[config.mk]
export PLATFORM = sky130hd
export DESIGN_NAME = cpu_ad48_dmem_arb
export DESIGN_NICKNAME = d
export VERILOG_FILES = /design/src/rtl/cpu_ad48_pkg.sv /design/src/rtl/cpu_ad48_dmem_arb_prio.sv /design/src/rtl/cpu_ad48_dmem_arb.sv
export SDC_FILE = /design/constraint.sdc
export NUM_CORES = 1
export LEC_CHECK = 0
export CAP_MARGIN = 5
export CORE_AREA = 2 2 124 126
export DETAILED_ROUTE_END_ITERATION = 10
export DIE_AREA = 0 0 126 128
export PLACE_DENSITY = 0.58
export SYNTH_ARGS = -nofsm -noshare
export SYNTH_HDL_FRONTEND = slang
export SYNTH_SLANG_ARGS = --single-unit
export TNS_END_PERCENT = 1
[constraint.sdc]
create_clock -name clk -period 2.2 [get_ports clk]
set_input_delay 0.33 -clock clk [delete_from_list [all_inputs] [get_ports clk]]
set_output_delay 0.33 -clock clk [all_outputs]
set_load 0.1 [all_outputs]
[src/rtl/cpu_ad48_pkg.sv]
// Shared cpu_ad48 definitions: DMEM geometry and master identifiers.
package cpu_ad48_pkg;

   localparam int DMEM_DW  = 48;
   localparam int DMEM_AW  = 7;
   localparam int STARVE_W = 4;

   typedef enum logic {
      MST_CPU = 1'b0,
      MST_AUX = 1'b1
   } mst_id_t;

   // Saturating increment used by the starvation guard.
   function automatic logic [STARVE_W-1:0] sat_inc(input logic [STARVE_W-1:0] val,
                                                    input logic [STARVE_W-1:0] lim);
      return (val >= lim) ? lim : val + 1'b1;
   endfunction

endpackage

[src/rtl/cpu_ad48_dmem_arb_prio.sv]
// Fixed-priority grant logic for the DMEM arbiter with a starvation guard on the aux master.
module cpu_ad48_dmem_arb_prio
   import cpu_ad48_pkg::*;
#(
   parameter int STARVE_MAX = 4
) (
   input  logic clk,
   input  logic resetn,
   input  logic req0,
   input  logic req1,
   output logic gnt0,
   output logic gnt1
);

   localparam logic [STARVE_W-1:0] SMAX = STARVE_W'(STARVE_MAX);

   logic [STARVE_W-1:0] starve_cnt;
   logic                starved;

   assign starved = (starve_cnt == SMAX);

   always_comb begin
      gnt0 = 1'b0;
      gnt1 = 1'b0;
      if (resetn) begin
         if (req1 && (!req0 || starved)) begin
            gnt1 = 1'b1;
         end else if (req0) begin
            gnt0 = 1'b1;
         end
      end
   end

   // Counts consecutive denials of a waiting aux request.
   always_ff @(posedge clk) begin
      if (!resetn) begin
         starve_cnt <= '0;
      end else if (!req1 || gnt1) begin
         starve_cnt <= '0;
      end else begin
         starve_cnt <= sat_inc(starve_cnt, SMAX);
      end
   end

endmodule

[src/rtl/cpu_ad48_dmem_arb.sv]
// Two-master arbiter for the cpu_ad48 single-port DMEM with 1-cycle read return steering.
// Optional grant/conflict statistics counters: CPU_AD48_DMEM_ARB_STATS_EN.
module cpu_ad48_dmem_arb
   import cpu_ad48_pkg::*;
#(
   parameter int AW         = DMEM_AW,
   parameter int DW         = DMEM_DW,
   parameter int STARVE_MAX = 4
) (
   input  logic          clk,
   input  logic          resetn,
   input  logic          m0_req,
   input  logic          m0_we,
   input  logic [AW-1:0] m0_addr,
   input  logic [DW-1:0] m0_wdata,
   output logic          m0_gnt,
   output logic          m0_rvalid,
   output logic [DW-1:0] m0_rdata,
   input  logic          m1_req,
   input  logic          m1_we,
   input  logic [AW-1:0] m1_addr,
   input  logic [DW-1:0] m1_wdata,
   output logic          m1_gnt,
   output logic          m1_rvalid,
   output logic [DW-1:0] m1_rdata,
   output logic          mem_en,
   output logic          mem_we,
   output logic [AW-1:0] mem_addr,
   output logic [DW-1:0] mem_wdata,
   input  logic [DW-1:0] mem_rdata
`ifdef CPU_AD48_DMEM_ARB_STATS_EN
   ,
   output logic [31:0]   stat_gnt0,
   output logic [31:0]   stat_gnt1,
   output logic [31:0]   stat_conflict
`endif
);

   logic    gnt0;
   logic    gnt1;
   logic    rd_pend;
   mst_id_t rd_tag;
   logic    load_gnt;

   cpu_ad48_dmem_arb_prio #(
      .STARVE_MAX (STARVE_MAX)
   ) u_prio (
      .clk    (clk),
      .resetn (resetn),
      .req0   (m0_req),
      .req1   (m1_req),
      .gnt0   (gnt0),
      .gnt1   (gnt1)
   );

   assign m0_gnt = gnt0;
   assign m1_gnt = gnt1;

   always_comb begin
      mem_en    = gnt0 | gnt1;
      mem_we    = 1'b0;
      mem_addr  = m0_addr;
      mem_wdata = m0_wdata;
      if (gnt1) begin
         mem_we    = m1_we;
         mem_addr  = m1_addr;
         mem_wdata = m1_wdata;
      end else if (gnt0) begin
         mem_we    = m0_we;
      end
   end

   assign load_gnt = mem_en & ~mem_we;

   always_ff @(posedge clk) begin
      if (!resetn) begin
         rd_pend <= 1'b0;
         rd_tag  <= MST_CPU;
      end else begin
         rd_pend <= load_gnt;
         if (load_gnt) begin
            rd_tag <= gnt1 ? MST_AUX : MST_CPU;
         end
      end
   end

   // Gating with resetn drops a read whose return cycle falls inside reset.
   assign m0_rvalid = resetn & rd_pend & (rd_tag == MST_CPU);
   assign m1_rvalid = resetn & rd_pend & (rd_tag == MST_AUX);
   assign m0_rdata  = mem_rdata;
   assign m1_rdata  = mem_rdata;

`ifdef CPU_AD48_DMEM_ARB_STATS_EN
   always_ff @(posedge clk) begin
      if (!resetn) begin
         stat_gnt0     <= '0;
         stat_gnt1     <= '0;
         stat_conflict <= '0;
      end else begin
         if (gnt0) begin
            stat_gnt0 <= stat_gnt0 + 32'd1;
         end
         if (gnt1) begin
            stat_gnt1 <= stat_gnt1 + 32'd1;
         end
         if (m0_req && m1_req) begin
            stat_conflict <= stat_conflict + 32'd1;
         end
      end
   end
`endif

endmodule

==> metrics.txt, run 1 <==
violated checks=negative setup slack; outcome=complete, but fails checks; Final Critical Period=2.318 ns; endpoints failing setup=51; first-pass GRT wire length=10540 um; # diodes=0; Syn Inst Count=194; pwr/cell area=439.2 nW/um^2; library cells used by synthesis=24; maximum clock insertion buffer count=2; Port Buf Inserts=176; final hold viol count=0; unrepaired setup endpoints after global routing=true; clock buffer count from CTS=3; Synth Area per Inst=8.752 sq um; vias in the first global route=1784; layout cells sized above 1=51.20%; overflow left after global routing=0; H-tree depth=1; Post-Syn Nets=360; CTS Sinks=6; Int Pwr=995.2 uW; Comb pwr share=77.8%; maximum vdd drop=321.7 uV; die area=16130 sq um; Site Rows=45; initial antenna violation count=0; leakage=1.755 nW; CTS hold repair buffers=0; min-delay src=rd_tag$_SDFFE_PN0P_; post-DR vias/cell=3.516; pre-CTS setup slack=-0.09313 ns; layout net count=459; sequential-to-total area share from yosys stat=7.074%; Die Y=128 um; YS warnings=0; router iterations before antenna repair=2; Total GRT Usage=8.499%; Filler cells=1519; Reg clk slew, reported paths=0.03 ns; root buf cell=clkbuf_16; sw power=849.4 uW; via count=1684; clock share of power=15.7%; Final Util=28.26%; Worst Path Max Fanout=8; Critical Path Sink Type=output pin; synth-to-layout area growth=147.4%; crit start category=register; Routed Antenna Nets=0; Sw Ratio=46.05%; Die X-Extent=126 um; DRC viols=0; Placer Congestion=0.7108; crit path from=u_prio.starve_cnt[1]$_SDFF_PP0_; setup ws final=-0.1179 ns; CTS tree=yes; wire per inst=16.05 um; Cell Area, Synth=1698 sq um; period utilisation layout=105.4%; IO Count=321; total wire length=7687 um; largest net degree at the start of global routing=21; Post-DP HPWL=5775 um; skew final=0.002142 ns; sequential group share of total power=6.4%; DRT iter0 DRCs=25; CP Class=register to output pin; Worst EP required=1.87 ns; register bit total from synthesis=6; Hold WC Path Type=register to register; Max Slew Vio Count=0; fmax=0.4314 GHz; commonest non-fill, non-tap cells in the layout=clkdlybuf4s50_1 (113), buf_12 (66), mux2_4 (54), buf_4 (7), buf_16 (5); Initial Util=11.42%; CORE AREA=14860 sq um; worst r2r path cells=9; worst-skew pair later-pin latency=0.23 ns; commonest non-fill, non-tap cell in the layout=clkdlybuf4s50_1; r2r startpoint=u_prio.starve_cnt[1]$_SDFF_PP0_; worst hold path cell count=2; crit path DAT=1.99 ns; max cap viols=0
timing repair:
item,CTS,global route
cloned,5,1
setup endpoints to repair,55,56
pin swaps,2,2
setup buffers,10,1
gates resized for setup,62,23
worst max-delay path: stages, from the launching register on:
cell	delay [ns]
dfxtp_2	0.31
inv_2	0.06
ha_4	0.13
nand3b_1	0.13
a21oi_4	0.21
buf_6	0.14
buf_8	0.13
buf_16	0.15
mux2_4	0.32
buf_12	0.17
stage by stage:
step                power [mW]  hold WS (ns)  instance area [sq um]  instances  TNS [ns]
finish                   1.845        0.4852                   4200        479    -3.406
global placement         1.437        0.4388                   3593        460    -1.652
CTS                      1.834        0.4835                   4098        478    -3.437
floorplan                1.657        0.4219                   1707        194   -0.8247
global route             1.893        0.5059                   4200        479    -6.980
detailed placement       1.444        0.4621                   3593        460    -3.055
cells in the mapped netlist (all sizes together):
cell type	count	share of area, %
o211ai	1	0.44
inv	4	0.88
nand3b	1	0.44
nor4b	1	0.52
o21ai	2	0.59
buf	102	46
clkbuf	1	0.29
nand3	2	0.59
nand2	5	1.1
nor4	1	0.37
conb	1	0.22
mux2	55	36
nor2	2	0.44
dfxtp	6	7.1
a22o	1	0.52
o21a	1	0.44
a21oi	3	1.1
and3	1	0.37
and4b	1	0.59
ha	2	1.5
a2bb2oi	1	0.52
power groups by stage:
stage / sequential, mW / clock, mW / combinational [mW]
2_1_floorplan: 0.119 / 0 / 1.54
3_3_place_gp: 0.120 / 0 / 1.32
3_5_place_dp: 0.120 / 0 / 1.32
4_1_cts: 0.119 / 0.294 / 1.42
5_1_grt: 0.119 / 0.301 / 1.47
6_report: 0.119 / 0.290 / 1.44
sequential cells by signal, summed over array words and instances (netlist names):
register	count
rd_pend	1
u_prio.starve_cnt	4
rd_tag	1
area by class of cell:
| type | instances | area [sq um] | area share [%] |
|---|---|---|---|
| tap | 188 | 235.2 | 5.600 |
| timing repair buffer | 197 | 2726 | 64.91 |
| sequential | 6 | 122.6 | 2.919 |
| inverter | 4 | 15.01 | 0.3575 |
| clock buffer | 3 | 75.07 | 1.787 |
| multi-input combinational | 81 | 1026 | 24.43 |
final timing paths:
kind                         end  slack, ns
max reg2reg  rd_tag$_SDFFE_PN0P_       0.57
min reg2reg  rd_tag$_SDFFE_PN0P_       0.49
min          rd_tag$_SDFFE_PN0P_       0.49
max                mem_wdata[42]      -0.12
routing by layer:
| layer | global-route usage, % | part of all wire, % |
|---|---|---|
| met4 | 2.844 | 3.4 |
| met1 | 8.505 | 33 |
| met5 | 0 | 0 |
| met2 | 16.13 | 54 |
| met3 | 3.214 | 9.6 |
cells by family (layout without fill, tap and decap cells):
group           after synthesis  in the layout  synth area share (%)
compound gates                9              9                 3.612
simple gates                 14             14                 4.423
mux                          55             55                 36.48
fa+ha+maj                     2              2                 1.474
flops                         6              6                 7.075
buf+inv                     107            204                 46.72
other cells                   1              1                0.2209
No activity file was read; power rests on OpenSTA's default activity.
==> run 2: changes to the inputs <==
--- a/config.mk
+++ b/config.mk
@@ -6,11 +6,12 @@
 export NUM_CORES = 1
 export LEC_CHECK = 0
 export CAP_MARGIN = 5
-export CORE_AREA = 2 2 124 126
+export CORE_AREA = 2 2 126 128
 export DETAILED_ROUTE_END_ITERATION = 10
-export DIE_AREA = 0 0 126 128
-export PLACE_DENSITY = 0.58
+export DIE_AREA = 0 0 128 130
+export PLACE_DENSITY = 0.57
 export SYNTH_ARGS = -nofsm -noshare
 export SYNTH_HDL_FRONTEND = slang
+export SYNTH_HIERARCHICAL = 1
 export SYNTH_SLANG_ARGS = --single-unit
 export TNS_END_PERCENT = 1
==> run 2 against run 1 <==
Compared with the run above:
- the flow still finishes with violations (negative setup slack)
- synthesized cell count is 0.52% lower
- sequential share of layout area about the same
- routed wire length down 4.7%
- critical path type unchanged
- highest routed layer unchanged
==> metrics.txt, run 2 <==
Worst Path Max Fanout=6 (-2); Cell Area, Synth=1755 sq um (+3.4%); placed cell areas=3900 sq um (+8.5%); unrepaired setup endpoints after global routing=true; clock buffer count from CTS=3 (unchanged); outcome=complete, but fails checks; crit path from=u_prio/starve_cnt[0]$_SDFF_PP0_; Reg with most FFs=u_prio/starve_cnt; post-DR vias/cell=3.445 (-2.0%); worst-skew pair later-pin latency=0.23 ns (about the same); top cells by area, synth=buf_4 (41%), mux2_2 (32%), dfxtp_1 (6.8%), buf_6 (4.5%), mux2_4 (4.3%); Synth top cells by count=buf_4 (96), mux2_2 (50), buf_6 (7), dfxtp_1 (6), nand2_1 (6); most area-hungry cell type in the Yosys netlist=buf_4; vias in the first global route=1626 (-8.9%); violated checks=negative setup slack; library cells used by synthesis=25 (+4.2%); crit path DAT=1.95 ns (-0.04 ns); die area=16640 sq um (+3.2%); setup TNS=-3.575 ns (-0.1685 ns); crit start category=register; leakage=1.726 nW (-1.6%); first-pass GRT wire length=9535 um (-9.5%); Site Rows=46 (+2.2%); Max Slew Vio Count=0 (unchanged); Routed Antenna Nets=0 (unchanged); CP Class=register to output pin; layout net count=457 (-0.44%); total wire length=7324 um (-4.7%); Critical Path Sink Type=output pin; initial antenna violation count=0 (unchanged); Worst EP required=1.87 ns (about the same); root buf cell=clkbuf_16; FFs w/ async S/R, synth=0% (unchanged); Final Critical Period=2.276 ns (-0.04147 ns); Post-Syn Nets=359 (-0.28%); Syn Inst Count=193 (-0.52%); max cap viols=0 (unchanged); final hold viol count=0 (unchanged); router iterations before antenna repair=2 (unchanged); overflow left after global routing=0 (unchanged); commonest non-fill, non-tap cell in the layout=clkdlybuf4s50_1; synth-to-layout area growth=138.3%; Hold WC Path Type=register to register; area of the multi-input gates=1074 sq um (+4.6%); count leader, synth=buf_4; fmax=0.4393 GHz (+1.8%); clock share of power=16.3% (+0.6 points); YS warnings=6 (+6); max reg flops=4 (unchanged); Reg-to-Reg End=rd_pend$_SDFF_PN0_; Most used DFF post-synth=dfxtp_1; Die X-Extent=128 um (+1.6%); via count=1657 (-1.6%); number of flops mapped to enable cells by yosys=0 (unchanged); skew final=0.0009978 ns (-0.001144 ns); CORE AREA=15420 sq um (+3.8%); r2r startpoint=u_prio/starve_cnt[0]$_SDFF_PP0_; CTS tree=yes; maximum clock insertion buffer count=2 (unchanged); Sw Ratio=46.10% (+0.051 points); setup ws final=-0.07639 ns (+0.04147 ns); pwr/cell area=436.2 nW/um^2 (-0.67%); wire per inst=15.23 um (-5.1%); Synth Area per Inst=9.096 sq um (+3.9%); sequential group share of total power=6.4% (about the same); sw power=841.4 uW (-0.95%); CTS Sinks=6 (unchanged); IO Count=321 (unchanged); # diodes=0 (unchanged); Total GRT Usage=7.431% (-1.1 points); r2r setup slk=0.56 ns (about the same); Reg area=122.6 sq um (unchanged); worst r2r path cells=9 (unchanged); Placer Congestion=0.7702 (+8.4%); final hold slack=0.4279 ns (-0.05731 ns); Final Util=27.13% (-1.1 points); register bit total from synthesis=6 (unchanged); top-area cell type share of the netlist area=41.05% (-3.2 points); layout cells sized above 1=53.29% (+2.1 points); Die Y=130 um (+1.6%); Reg clk slew, reported paths=0.03 ns (about the same); H-tree depth=1 (unchanged); Int Pwr=983.7 uW (-1.2%); Comb pwr share=77.3% (-0.5 points); Filler cells=1570 (+3.4%); DRT iter0 DRCs=27 (+8.0%); Initial Util=11.38% (-0.042 points); CTS hold repair buffers=0 (unchanged); maximum vdd drop=411.0 uV (+28%); fin area=4184 sq um (-0.39%); endpoints failing setup=55 (+7.8%); largest net degree at the start of global routing=20 (-4.8%); commonest non-fill, non-tap cells in the layout=clkdlybuf4s50_1 (113), buf_12 (64), mux2_4 (55), buf_4 (9), clkbuf_16 (6); Post-DP HPWL=5893 um (+2.0%); biggest regs=u_prio/starve_cnt: 4 flops, rd_pend: 1 flops, rd_tag: 1 flops; CP endpoint=mem_wdata[45]; Port Buf Inserts=176 (unchanged); period utilisation layout=103.5% (-1.9 points); DRC viols=0 (unchanged); sequential-to-total area share from yosys stat=6.842% (-0.23 points)
[run 2: changes by cell type after synthesis, moves of 2 or more]
cell and delta:
buf_4 -4, nand3_1 -2, nand2b_1 +2, buf_6 +5, mux2_4 +5, mux2_1 -6
[run 2: per-stage QoR]
step	instances	power, mW	setup slack [ns]
2_1_floorplan	193	1.719	-0.2008
3_3_place_gp	466	1.495	-0.1868
3_5_place_dp	466	1.501	-0.1842
4_1_cts	474	1.828	-0.1092
5_1_grt	481	1.882	-0.1715
6_report	481	1.825	-0.07639
[run 2: what timing repair did]
action,in CTS,in global routing
cloned,2,4
resized for setup,6,2
buffers inserted,3,3
setup endpoints to repair,55,56
pin swaps,0,2
[run 2: critical path, stage by stage (launching register included)]
cell and delay, ns:
dfxtp_2 0.32, inv_2 0.06, ha_4 0.14, nand3b_1 0.12, a21oi_4 0.24, buf_6 0.17, clkbuf_16 0.16, mux2_4 0.31
buf_12 0.17
[run 2: metal layers]
metal | up-vias | GRT usage, % | wire length, um
li1 | 740 | - | -
met3 | 11 | 4.223 | 1002
met5 | - | 0 | 0
met1 | 757 | 7.596 | 2577
met2 | 149 | 13.24 | 3633
met4 | 0 | 1.745 | 110
[run 2: cell families (layout without fill, tap and decap cells)]
family          Yosys count  in the layout  synth area share [%]
compound gates            6              6                 2.352
fa+ha+maj                 2              2                 1.425
buf+inv                 106            202                 46.19
flops                     6              6                 6.843
mux                      55             55                 36.35
other cells               1              1                0.2136
simple gates             17             17                 6.629
[run 2: worst min-delay path by stage]
stage | from | to | slack [ns] | depth (start not counted)
floorplan | u_prio/starve_cnt[0]$_SDFF_PP0_ | u_prio/starve_cnt[0]$_SDFF_PP0_ | 0.41 | 1
global placement | u_prio/starve_cnt[0]$_SDFF_PP0_ | u_prio/starve_cnt[0]$_SDFF_PP0_ | 0.42 | 1
detailed placement | u_prio/starve_cnt[0]$_SDFF_PP0_ | u_prio/starve_cnt[0]$_SDFF_PP0_ | 0.42 | 1
CTS | u_prio/starve_cnt[0]$_SDFF_PP0_ | u_prio/starve_cnt[0]$_SDFF_PP0_ | 0.43 | 1
global route | u_prio/starve_cnt[0]$_SDFF_PP0_ | u_prio/starve_cnt[0]$_SDFF_PP0_ | 0.45 | 1
finish | u_prio/starve_cnt[0]$_SDFF_PP0_ | u_prio/starve_cnt[0]$_SDFF_PP0_ | 0.43 | 1
[run 2: area by class of cell]
type,instances,share of cell area [%]
well taps,192,5.742
repair buffers,196,63.61
inverters,3,0.2691
multi-input cells,81,25.66
clock buffers,3,1.794
flip-flops and latches,6,2.931
[run 2: power by group through the flow]
| stage | Sequential, mW | Combinational, mW | Clock [mW] |
|---|---|---|---|
| 4_1_cts | 0.116 | 1.40 | 0.308 |
| 3_5_place_dp | 0.118 | 1.38 | 0 |
| 2_1_floorplan | 0.117 | 1.60 | 0 |
| 6_report | 0.116 | 1.41 | 0.298 |
| 3_3_place_gp | 0.118 | 1.38 | 0 |
| 5_1_grt | 0.117 | 1.45 | 0.316 |
